## src/rtl/pe_os_drain_if.sv

```systemverilog
// rtl/pe_os_drain_if.sv - operand, accumulate and drain signal bundle for one PE
interface pe_os_drain_if #(
  parameter int WIDTH = 8,
  parameter int ACC   = 32
);
  logic             valid_in;
  logic [WIDTH-1:0] a_in;
  logic [WIDTH-1:0] b_in;
  logic             clear;
  logic [WIDTH-1:0] a_out;
  logic [WIDTH-1:0] b_out;
  logic             valid_out;
  logic [ACC-1:0]   acc_out;
  logic             ovf;
  logic             drain_capture;
  logic             drain_shift;
  logic [ACC-1:0]   drain_in;
  logic             drain_valid_in;
  logic [ACC-1:0]   drain_out;
  logic             drain_valid_out;

  modport slave (
    input  valid_in, a_in, b_in, clear, drain_capture, drain_shift, drain_in, drain_valid_in,
    output a_out, b_out, valid_out, acc_out, ovf, drain_out, drain_valid_out
  );

  modport master (
    output valid_in, a_in, b_in, clear, drain_capture, drain_shift, drain_in, drain_valid_in,
    input  a_out, b_out, valid_out, acc_out, ovf, drain_out, drain_valid_out
  );
endinterface

```

## src/rtl/pe_os_drain.sv

```systemverilog
// rtl/pe_os_drain.sv - output-stationary PE with optional multiplier stage, saturation and drain chain
module pe_os_drain #(
  parameter int WIDTH     = 8,
  parameter int ACC       = 32,
  parameter int MUL_STAGE = 0,
  parameter int SAT       = 0
) (
  input logic          clk,
  input logic          rst,
  pe_os_drain_if.slave pe
);
  logic [WIDTH-1:0] a_q, a_d;
  logic [WIDTH-1:0] b_q, b_d;
  logic             valid_q, valid_d;
  logic [ACC-1:0]   acc_q, acc_d;
  logic             ovf_q, ovf_d;
  logic [ACC-1:0]   drain_q, drain_d;
  logic             drain_valid_q, drain_valid_d;

  logic signed [2*WIDTH-1:0] a_ext, b_ext, prod_w;
  logic [ACC-1:0]            prod_ext;
  logic [ACC-1:0]            st_p;
  logic                      st_v, st_c;
  logic [ACC:0]              sum_w;
  logic                      sum_ovf;
  logic [ACC-1:0]            sat_val;

  assign a_ext    = (2*WIDTH)'($signed(pe.a_in));
  assign b_ext    = (2*WIDTH)'($signed(pe.b_in));
  assign prod_w   = a_ext * b_ext;
  assign prod_ext = ACC'(prod_w);

  // The clear tag travels with its product so a restart lines up with the first new term.
  if (MUL_STAGE != 0) begin : g_mul_pipe
    logic [ACC-1:0] p_q;
    logic           pv_q, pc_q;
    always_ff @(posedge clk) begin
      if (rst) begin
        p_q  <= '0;
        pv_q <= 1'b0;
        pc_q <= 1'b0;
      end else begin
        p_q  <= prod_ext;
        pv_q <= pe.valid_in;
        pc_q <= pe.clear;
      end
    end
    assign st_p = p_q;
    assign st_v = pv_q;
    assign st_c = pc_q;
  end else begin : g_mul_comb
    assign st_p = prod_ext;
    assign st_v = pe.valid_in;
    assign st_c = pe.clear;
  end

  // One extra bit makes overflow visible as a disagreement of the top two sum bits.
  assign sum_w   = {acc_q[ACC-1], acc_q} + {st_p[ACC-1], st_p};
  assign sum_ovf = sum_w[ACC] ^ sum_w[ACC-1];
  assign sat_val = sum_w[ACC] ? {1'b1, {(ACC-1){1'b0}}} : {1'b0, {(ACC-1){1'b1}}};

  always_comb begin
    valid_d = pe.valid_in;
    a_d     = a_q;
    b_d     = b_q;
    if (pe.valid_in) begin
      a_d = pe.a_in;
      b_d = pe.b_in;
    end

    acc_d = acc_q;
    ovf_d = ovf_q;
    if (st_c) begin
      acc_d = st_v ? st_p : '0;
      ovf_d = 1'b0;
    end else if (st_v) begin
      acc_d = (SAT != 0 && sum_ovf) ? sat_val : sum_w[ACC-1:0];
      if (sum_ovf) begin
        ovf_d = 1'b1;
      end
    end

    // Capture takes the pre-update accumulator, so draining can overlap accumulation.
    drain_d       = drain_q;
    drain_valid_d = drain_valid_q;
    if (pe.drain_capture) begin
      drain_d       = acc_q;
      drain_valid_d = 1'b1;
    end else if (pe.drain_shift) begin
      drain_d       = pe.drain_in;
      drain_valid_d = pe.drain_valid_in;
    end
  end

  always_ff @(posedge clk) begin
    if (rst) begin
      a_q           <= '0;
      b_q           <= '0;
      valid_q       <= 1'b0;
      acc_q         <= '0;
      ovf_q         <= 1'b0;
      drain_q       <= '0;
      drain_valid_q <= 1'b0;
    end else begin
      a_q           <= a_d;
      b_q           <= b_d;
      valid_q       <= valid_d;
      acc_q         <= acc_d;
      ovf_q         <= ovf_d;
      drain_q       <= drain_d;
      drain_valid_q <= drain_valid_d;
    end
  end

  assign pe.a_out           = a_q;
  assign pe.b_out           = b_q;
  assign pe.valid_out       = valid_q;
  assign pe.acc_out         = acc_q;
  assign pe.ovf             = ovf_q;
  assign pe.drain_out       = drain_q;
  assign pe.drain_valid_out = drain_valid_q;
endmodule

```

## src/flat_wrapper.sv

```systemverilog
// flat-port wrapper written by rule: the top's interface ports become plain ports
module pe_os_drain_flat 
#(
  parameter int WIDTH     = 8,
  parameter int ACC       = 32,
  parameter int MUL_STAGE = 0,
  parameter int SAT       = 0
)
  (clk, rst, pe_valid_in, pe_a_in, pe_b_in, pe_clear, pe_drain_capture, pe_drain_shift, pe_drain_in, pe_drain_valid_in, pe_a_out, pe_b_out, pe_valid_out, pe_acc_out, pe_ovf, pe_drain_out, pe_drain_valid_out);
  pe_os_drain_if #(.WIDTH(WIDTH), .ACC(ACC)) pe_i ();
  input logic clk;
  input logic rst;
  input wire logic [$bits(pe_i.valid_in)-1:0] pe_valid_in;
  input wire logic [$bits(pe_i.a_in)-1:0] pe_a_in;
  input wire logic [$bits(pe_i.b_in)-1:0] pe_b_in;
  input wire logic [$bits(pe_i.clear)-1:0] pe_clear;
  input wire logic [$bits(pe_i.drain_capture)-1:0] pe_drain_capture;
  input wire logic [$bits(pe_i.drain_shift)-1:0] pe_drain_shift;
  input wire logic [$bits(pe_i.drain_in)-1:0] pe_drain_in;
  input wire logic [$bits(pe_i.drain_valid_in)-1:0] pe_drain_valid_in;
  output wire logic [$bits(pe_i.a_out)-1:0] pe_a_out;
  output wire logic [$bits(pe_i.b_out)-1:0] pe_b_out;
  output wire logic [$bits(pe_i.valid_out)-1:0] pe_valid_out;
  output wire logic [$bits(pe_i.acc_out)-1:0] pe_acc_out;
  output wire logic [$bits(pe_i.ovf)-1:0] pe_ovf;
  output wire logic [$bits(pe_i.drain_out)-1:0] pe_drain_out;
  output wire logic [$bits(pe_i.drain_valid_out)-1:0] pe_drain_valid_out;
  assign pe_i.valid_in = pe_valid_in;
  assign pe_i.a_in = pe_a_in;
  assign pe_i.b_in = pe_b_in;
  assign pe_i.clear = pe_clear;
  assign pe_i.drain_capture = pe_drain_capture;
  assign pe_i.drain_shift = pe_drain_shift;
  assign pe_i.drain_in = pe_drain_in;
  assign pe_i.drain_valid_in = pe_drain_valid_in;
  assign pe_a_out = pe_i.a_out;
  assign pe_b_out = pe_i.b_out;
  assign pe_valid_out = pe_i.valid_out;
  assign pe_acc_out = pe_i.acc_out;
  assign pe_ovf = pe_i.ovf;
  assign pe_drain_out = pe_i.drain_out;
  assign pe_drain_valid_out = pe_i.drain_valid_out;
  pe_os_drain #(.WIDTH(WIDTH), .ACC(ACC), .MUL_STAGE(MUL_STAGE), .SAT(SAT)) u_core (.clk(clk), .rst(rst), .pe(pe_i));
endmodule
```

## config.mk

```make
export PLATFORM = sky130hd
export DESIGN_NAME = pe_os_drain_flat
export DESIGN_NICKNAME = d
export VERILOG_FILES = /design/src/rtl/pe_os_drain_if.sv /design/src/rtl/pe_os_drain.sv /design/src/flat_wrapper.sv
export SDC_FILE = /design/constraint.sdc
export NUM_CORES = 1
export LEC_CHECK = 0
export ABC_AREA = 1
export CELL_PAD_IN_SITES_DETAIL_PLACEMENT = 0
export CELL_PAD_IN_SITES_GLOBAL_PLACEMENT = 1
export CORE_MARGIN = 2
export CORE_UTILIZATION = 42
export CTS_CLUSTER_DIAMETER = 50
export DETAILED_ROUTE_END_ITERATION = 8
export HOLD_SLACK_MARGIN = 0.08
export PLACE_DENSITY = 0.95
export RECOVER_POWER = 100
export SYNTH_ARGS = -nofsm -noshare
export SYNTH_HDL_FRONTEND = slang
export SYNTH_SLANG_ARGS = --single-unit
```

## constraint.sdc

```tcl
create_clock -name clk -period 20.8 [get_ports clk]
set_input_delay 5.2 -clock clk [delete_from_list [all_inputs] [get_ports clk]]
set_output_delay 5.2 -clock clk [all_outputs]
set_load 0.01 [all_outputs]
```

# Word level (Yosys, flattened, before mapping)

Cells that the tools add are included.

Word-level logic and storage cells: 21
Register bits: 83
Input bits: 55

Mux-type cells: 7
Bitwise gates (word level): 1
Reduce and logical (&&, ||, !) cells: 4
$mul: 1
$add $sub $neg: 1

Operators by type and width:

| kind                       | count |
|---|---|
| two-way mux 32 bit         | 5 |
| adder 32 x 16 -> 33 bit    | 1 |
| multiplier 8 x 8 -> 16 bit | 1 |
| nonzero test 2 bit         | 2 |
| two-way mux 1 bit          | 2 |
| AND reduction 2 bit        | 1 |
| OR reduction 2 bit         | 1 |
| bitwise XOR 1 bit          | 1 |

# Longest topological paths before layout

Gate-level depths: netlist (run 1).

Depth after elaboration: 4
Depth in mapped cells: 35
Gate-level depth less buffers: 34

# Worst setup path before layout (run 1)

Ideal clock, no wire load.

Kind: input to register
Start point: in pe_b_in[2]
End point: reg u_core.acc_q[21] (netlist: u_core.pe.acc_out[21])
Data arrival time: 10449 ps
Slack: 10220 ps
Setup time: 131 ps
Required time: 20669 ps
Cell stages on the path: 30
Cells stage by stage: clkbuf_1 nand2_1 inv_1 fa_1 inv_1 fa_1 inv_1 fa_1 inv_1 fa_1 inv_1 ha_1 nand2_1 nor2_1 nand3_1 nand3_2 nand3_1 and2_1 ha_1 nand2_1 nor2_1 nand2_1 inv_1 nand3_1 nand3b_1 nand2_1 nand2_1 nor2_1 nor2_1 nor2_1

Longest elaborated chain between the ends: 4
Elaborated cells between the ends (all ways): 5
Classes of those cells: 1 x add/sub; 1 x mul; 3 x mux

RTL lines:

| element                        | line               | RTL |
|---|---|---|
| start: declaration             | flat_wrapper.sv:15 | `input wire logic [$bits(pe_i.b_in)-1:0] pe_b_in;` |
| multiplier 8 x 8 -> 16 bit (*) | pe_os_drain.sv:30  | `assign prod_w = a_ext * b_ext;` |
| adder 32 x 16 -> 33 bit        | pe_os_drain.sv:58  | `assign sum_w = {acc_q[ACC-1], acc_q} + {st_p[ACC-1], st_p};` |
| two-way mux 32 bit             | pe_os_drain.sv:76  | `end else if (st_v) begin` |
| two-way mux 32 bit (*)         | pe_os_drain.sv:73  | `if (st_c) begin` |
| end signal: assignment         | pe_os_drain.sv:100 | `acc_q <= '0;` |
| end signal: assignment         | pe_os_drain.sv:108 | `acc_q <= acc_d;` |
| end: declaration               | pe_os_drain.sv:15  | `logic [ACC-1:0] acc_q, acc_d;` |

Every way passes the cells marked *; elsewhere a longest branch is shown, timed or not. The select of a mux whose other input is x is not followed.
A chain may end at the register's enable or synchronous reset.

# Worst setup path in the final report (run 1)

Start point: in pe_b_in[7]
End point: reg u_core.acc_q[31] (netlist: u_core.pe.acc_out[31])

The elaborated chain is that of the path after synthesis.

==> impl_results.md, run 1 <==
- Drt via density: 4.96
- Io pins: 138
- CTS tree: built
- Worst IR Drop VDD: 0.0759 mV
- Failing checks: capacitance limit, slew limit
- Compound-Gate Fraction of Synth Area: 0.106
- GPL Wtd Cong: 0.959
- Area grow syn2layout: 21.8%
- Worst-case reg-to-reg path depth: 13
- Critical Path RT: 20970 ps
- Max-slew headroom: -0.526
- Final Max Slew Viols: 185
- Initial DRC Count: 481
- Vias in the first global route: 8090
- P per Cell Area: 168 mW/mm²
- R2R Path End: u_core.pe.acc_out[28]
- N_diodes: 0
- Yosys top cell area share: 0.197
- Buf+Inv Stages, Crit Path: 6
- WHS Endpoint: u_core.pe.drain_valid_out
- Initial core utilization: 0.430
- Outcome: finished with violations
- Setup TNS: 0 ps
- Syn Area/Cell: 6.37 µm²
- # port buffers: 137
- Routed Antenna Nets: 0
- # nets final: 1606
- Largest net degree at the start of global routing: 48
- FF+latch count, synth: 83
- Nature of the critical path endpoint: flip-flop
- Slowest CP cell: and2_0
- Clock Sinks: 83
- Post_cts resized: 0
- Max_cap viols: 6
- Register area: 0.00166 mm²
- Most common cell after layout, fill and taps aside: nand2_1
- Endpoints failing setup: 0
- DRT Pass-1 Iters: 6
- Standard-cell rows: 51
- Worst r2r src: u_core.pe.acc_out[0]
- Leakage power total: 5.72 nW
- Syn Nets: 1495
- Post-layout util: 0.523
- Min Hold Slack: 468 ps
- Comb power frac: 0.779
- Critical Path Source: pe_b_in[7]
- R2R setup slack: 18390 ps
- Ranking of synthesized cells by area: dfxtp_1 20%, nand2_1 18%, fa_1 13%, inv_1 12%, ha_1 9.2%
- Hold wc startpoint: u_core.pe.drain_valid_out
- Largest area contributor in the netlist: dfxtp_1
- Multi-input logic area: 0.00551 mm²
- Largest family of logic cells by synthesized area: simple AND/OR/NAND/NOR gates
- GR Util met2: 0.419
- Clk_lat worst skew: 360 ps
- CP peak stage delay: 930 ps
- Avg WL per Cell: 15.3 µm
- Startpoint Class: primary input
- Post-Syn Instances: 1322
- Fin crit share: 0.572
- Slew @ Worst Pin: 2290 ps
- Hold Crit Depth: 2
- GR Util met1: 0.341
- Antenna violations before repair: 0
- # hold bufs at CTS: 0
- Bufs on Longest Clock Path: 2
- Cts bufs inserted: 9
- P_sw: 0.990 mW
- P_int: 0.727 mW
- Root Buffer: clkbuf_16
- RSZ-0062 raised after global routing: false
- Post-CTS setup buffers: 0
- Crit Path Class: primary input to flip-flop
- Seq pwr share: 0.127
- Clock power share: 0.094
- Clock transition at the registers of the reported paths: 70 ps
- Most frequent cell on the critical path: nand2_1
- Fin crit period: 11900 ps
- Die area: 0.0212 mm²
- Die height: 146 µm
- Crit path max-delay family: simple AND/OR/NAND/NOR gates
- Yosys cell types: 35
- GRT Overall Usage: 0.251
- Simple-gate share of the synthesized area: 0.314
- Final clock skew: 11.0 ps
- Final Hold Violating Endpoints: 0
- GRT Max-Usage Layer: met2
- Fillers: 2002
- Ys Warns: 0
- Die width: 146 µm
- Share of cells above drive strength 1: 0.0216
- Synth Area in XOR/XNOR: 0.0114
- Detailed Route WL: 26100 µm
- Post-DP HPWL: 20500 µm
- Worst hold path type: flip-flop to flip-flop
- Adder-Cell Fraction of Synth Area: 0.225
- Max FO, Critical Path: 18
- Most frequent cells in the layout: 397 x nand2_1, 278 x inv_1, 129 x nor2_1, 88 x dlygate4sd3_1, 83 x dfxtp_1
- Core Area: 0.0196 mm²
- Max Clock Freq: 0.0840 GHz
- CP Data Arrival Time: 12070 ps
- First-pass GRT wire length: 42700 µm
- Vias: 8445
- Drt drc: 0
- Grt ovf: 0
- Switch share: 0.577
- Post-synthesis mux area share: 0
- Sequential area share after synthesis: 0.197
- # H-tree levels: 3
- Synth Cell Area: 0.00842 mm²
- Met3 usage: 0.0367
==> kinds of logic (layout without fill, tap and decap cells) <==
family	count (synthesis)	after routing
adders and majority gates	118	118
AOI/OAI and AO/OA	143	143
xor gates and xnor gates	11	11
and+or+nand+nor	643	643
buffers and inverters	324	440
DFF	83	83
==> sequential cells by signal, indices dropped and copies added (netlist names) <==
register and flops:
u_core.pe.a_out 8, u_core.pe.acc_out 32, u_core.pe.b_out 8, u_core.pe.drain_out 32
u_core.pe.drain_valid_out 1, u_core.pe.ovf 1, u_core.pe.valid_out 1
==> power by group through the flow <==
stage                     Clock (mW)  Combinational [mW]  Sequential [mW]
after floorplan                    0               0.972            0.223
after global placement             0                1.33            0.223
after detailed placement           0                1.33            0.223
after CTS                      0.165                1.34            0.219
after global routing           0.172                1.53            0.222
final                          0.162                1.34            0.219
==> worst register-to-register path: stages, from the launching register on <==
cell     delay [ps]
dfxtp_1         340
ha_1            260
fa_1            420
nand2_1          90
nand2_1         100
nand3_1         120
nand2_1         210
nand2_1         120
nand2_1         150
nand2_1         180
nand2_1          70
nand2_1          70
nand3_1          80
a21oi_2         140
==> Yosys cell counts, drive strengths merged <==
cell    count
o21ai      35
nand2     398
nand3      51
o211ai      3
dfxtp      83
fa         56
nand3b      8
and2        9
o21a        2
clkinv      1
a31oi       7
xnor2       3
a21oi      57
xor2        8
buf         7
ha         62
clkbuf     38
nor3       39
o221ai     32
o21bai      5
inv       278
or2         3
nand4       5
nor2      130
a21o        2
==> final cells by class <==
| type | instances | share of cell area |
|---|---|---|
| Inverter | 279 | 0.102 |
| Clock inverter | 6 | 0.00464 |
| Tap cell | 265 | 0.0324 |
| Sequential cell | 83 | 0.162 |
| Multi-Input combinational cell | 915 | 0.538 |
| Clock buffer | 10 | 0.0233 |
| Timing Repair Buffer | 145 | 0.137 |
==> worst max path at each step <==
stage                     cells after the start               endpoint  slack, ps
after floorplan                              30  u_core.pe.acc_out[21]      10220
after global placement                       30  u_core.pe.acc_out[31]       8950
after detailed placement                     30  u_core.pe.acc_out[24]       8940
after CTS                                    30  u_core.pe.acc_out[24]       9320
after global routing                         30  u_core.pe.acc_out[24]       8260
final                                        27  u_core.pe.acc_out[31]       8900
==> through the flow <==
step,worst slack (ps),power [mW],area (µm²),cells
after floorplan,10220,1.19,8420,1322
after global placement,8950,1.55,10000,1687
after detailed placement,8940,1.56,10000,1687
after CTS,9320,1.72,10300,1703
after global routing,8260,1.93,10200,1703
final,8900,1.72,10200,1703
==> per-layer routing <==
metal	routed length, µm	part of all wire
met2	11900	0.45
met4	706	0.027
met5	0	0
met1	12200	0.47
met3	1320	0.051
Note: power is estimated with default switching activity, not from simulation.
==> run 2, diff against run 1 <==
- CORE_UTILIZATION: 42 -> 35
- PLACE_DENSITY: 0.95 -> 0.87
- clock period: 20.8 -> 10.2 ns (I/O delays scaled with it)
==> impl_results.md, run 2 (same netlist as run 1, synthesis figures left out) <==
- Met3 WL: 958 µm
- GPL Wtd Cong: 0.924
- Most frequent cells in the layout: 397 x nand2_1, 276 x inv_1, 129 x nor2_1, 88 x dlygate4sd3_1, 83 x dfxtp_1
- Post-route cell area: 0.0103 mm²
- Dpl cell area: 0.0101 mm²
- Nature of the critical path endpoint: flip-flop
- Leakage power total: 5.74 nW
- Worst IR Drop VDD: 0.138 mV
- Failing checks: capacitance limit, slew limit
- Largest net degree at the start of global routing: 36
- Drt via density: 4.74
- Critical Path RT: 10380 ps
- CP Data Arrival Time: 9360 ps
- Max_cap viols: 4
- # nets final: 1607
- Outcome: finished with violations
- Fillers: 2534
- Area grow syn2layout: 22.9%
- Max FO, Critical Path: 18
- Die width: 159 µm
- Worst hold path type: flip-flop to flip-flop
- Core Area: 0.0235 mm²
- Detailed Route WL: 26700 µm
- Share of cells above drive strength 1: 0.0229
- Clock Sinks: 83
- Setup TNS: 0 ps
- Cts bufs inserted: 9
- Die area: 0.0253 mm²
- Vias: 8336
- Post-layout util: 0.440
- Avg WL per Cell: 15.2 µm
- Crit Path Class: primary input to flip-flop
- Clock transition at the registers of the reported paths: 70 ps
- Post-DP HPWL: 21400 µm
- Initial core utilization: 0.358
- Register area: 0.00166 mm²
- Routed Antenna Nets: 0
- RSZ-0062 raised after global routing: false
- Standard-cell rows: 56
- Grt ovf: 0
- # H-tree levels: 3
- Most common cell after layout, fill and taps aside: nand2_1
- Worst setup slack after placement: 858 ps
- Cell Count, Final, Fillers Out: 1758
- Startpoint Class: primary input
- Slew @ Worst Pin: 1890 ps
- Final Hold Violating Endpoints: 0
- Fin crit period: 9170 ps
- Highest Signal Layer: met4
- N_diodes: 0
- CP peak stage delay: 700 ps
- Final clock skew: 9.65 ps
- Post-CTS setup buffers: 0
- Root Buffer: clkbuf_16
- Initial DRC Count: 491
- # port buffers: 137
- CTS tree: built
- Max-slew headroom: -0.257
- Post_cts resized: 0
- Bufs on Longest Clock Path: 2
- Crit path max-delay family: adder cells
- Clk_lat worst skew: 360 ps
- Fin crit share: 0.899
- Endpoints failing setup: 0
- DRT met1 WL: 12800 µm
- DRT Pass-1 Iters: 5
- Die height: 159 µm
- # placed instances: 1742
- Most frequent cell on the critical path: nand2_1
- Drt drc: 0
- Met2 WL: 12400 µm
- Antenna violations before repair: 0
- P per Cell Area: 340 mW/mm²
- Multi-input logic area: 0.00550 mm²
- Final Max Slew Viols: 119
- # hold bufs at CTS: 0
- Max Clock Freq: 0.109 GHz
- Slowest CP cell: and2_1
- GRT Overall Usage: 0.213
- Vias in the first global route: 8279
- Io pins: 138
- PnR worst setup slack: 1030 ps
- Buf+Inv Stages, Crit Path: 6
- First-pass GRT wire length: 43600 µm
run 2: cell types whose count changed in the layout (fill, tap and decap cells not counted), sizes merged:
cell and delta:
bufinv +1, clkbuf -2, clkinvlp -1, inv -1, clkinv +1, buf +3
run 2: worst paths after layout:
kind                                                start                         to  slack (ps)  cells past startpoint
worst max-delay path                           pe_b_in[7]      u_core.pe.acc_out[23]        1030                     28
worst min-delay path            u_core.pe.drain_valid_out  u_core.pe.drain_valid_out         480                      2
worst max register to register       u_core.pe.acc_out[0]      u_core.pe.acc_out[28]        7860                     13
worst min register to register  u_core.pe.drain_valid_out  u_core.pe.drain_valid_out         480                      2
run 2: cell type report:
type,instances,area share
Sequential cell,83,0.161
Inverter,279,0.101
Clock inverter,6,0.00701
Tap cell,319,0.0386
Timing Repair Buffer,146,0.138
Clock buffer,10,0.0231
Multi-Input combinational cell,915,0.532
run 2: power by group:
part           leakage (nW)  internal, mW  switching (mW)  total, mW
Clock                 0.155         0.200           0.157      0.357
Sequential            0.687         0.382          0.0643      0.446
Combinational          4.90         0.925            1.79       2.72
Total                  5.74          1.51            2.01       3.52
run 2: routing by layer:
layer  track usage  vias to the layer above
met1         0.279                     3865
met5             0                        -
met3        0.0339                       27
met2         0.366                      152
li1              -                     4292
met4        0.0558                        0
run 2: worst min-delay path, delay by kind of cell, from the launching register on:
kind / cells / cell delay [ps]
AO/OA/AOI/OAI: 1 / 50
flip-flops: 1 / 320
AND/OR/NAND/NOR: 1 / 60
run 2: stage by stage:
step | hold slack (ps) | power [mW]
2_1_floorplan | 470 | 2.44
3_3_place_gp | 458 | 3.17
3_5_place_dp | 472 | 3.18
4_1_cts | 483 | 3.55
5_1_grt | 510 | 3.92
6_report | 477 | 3.52
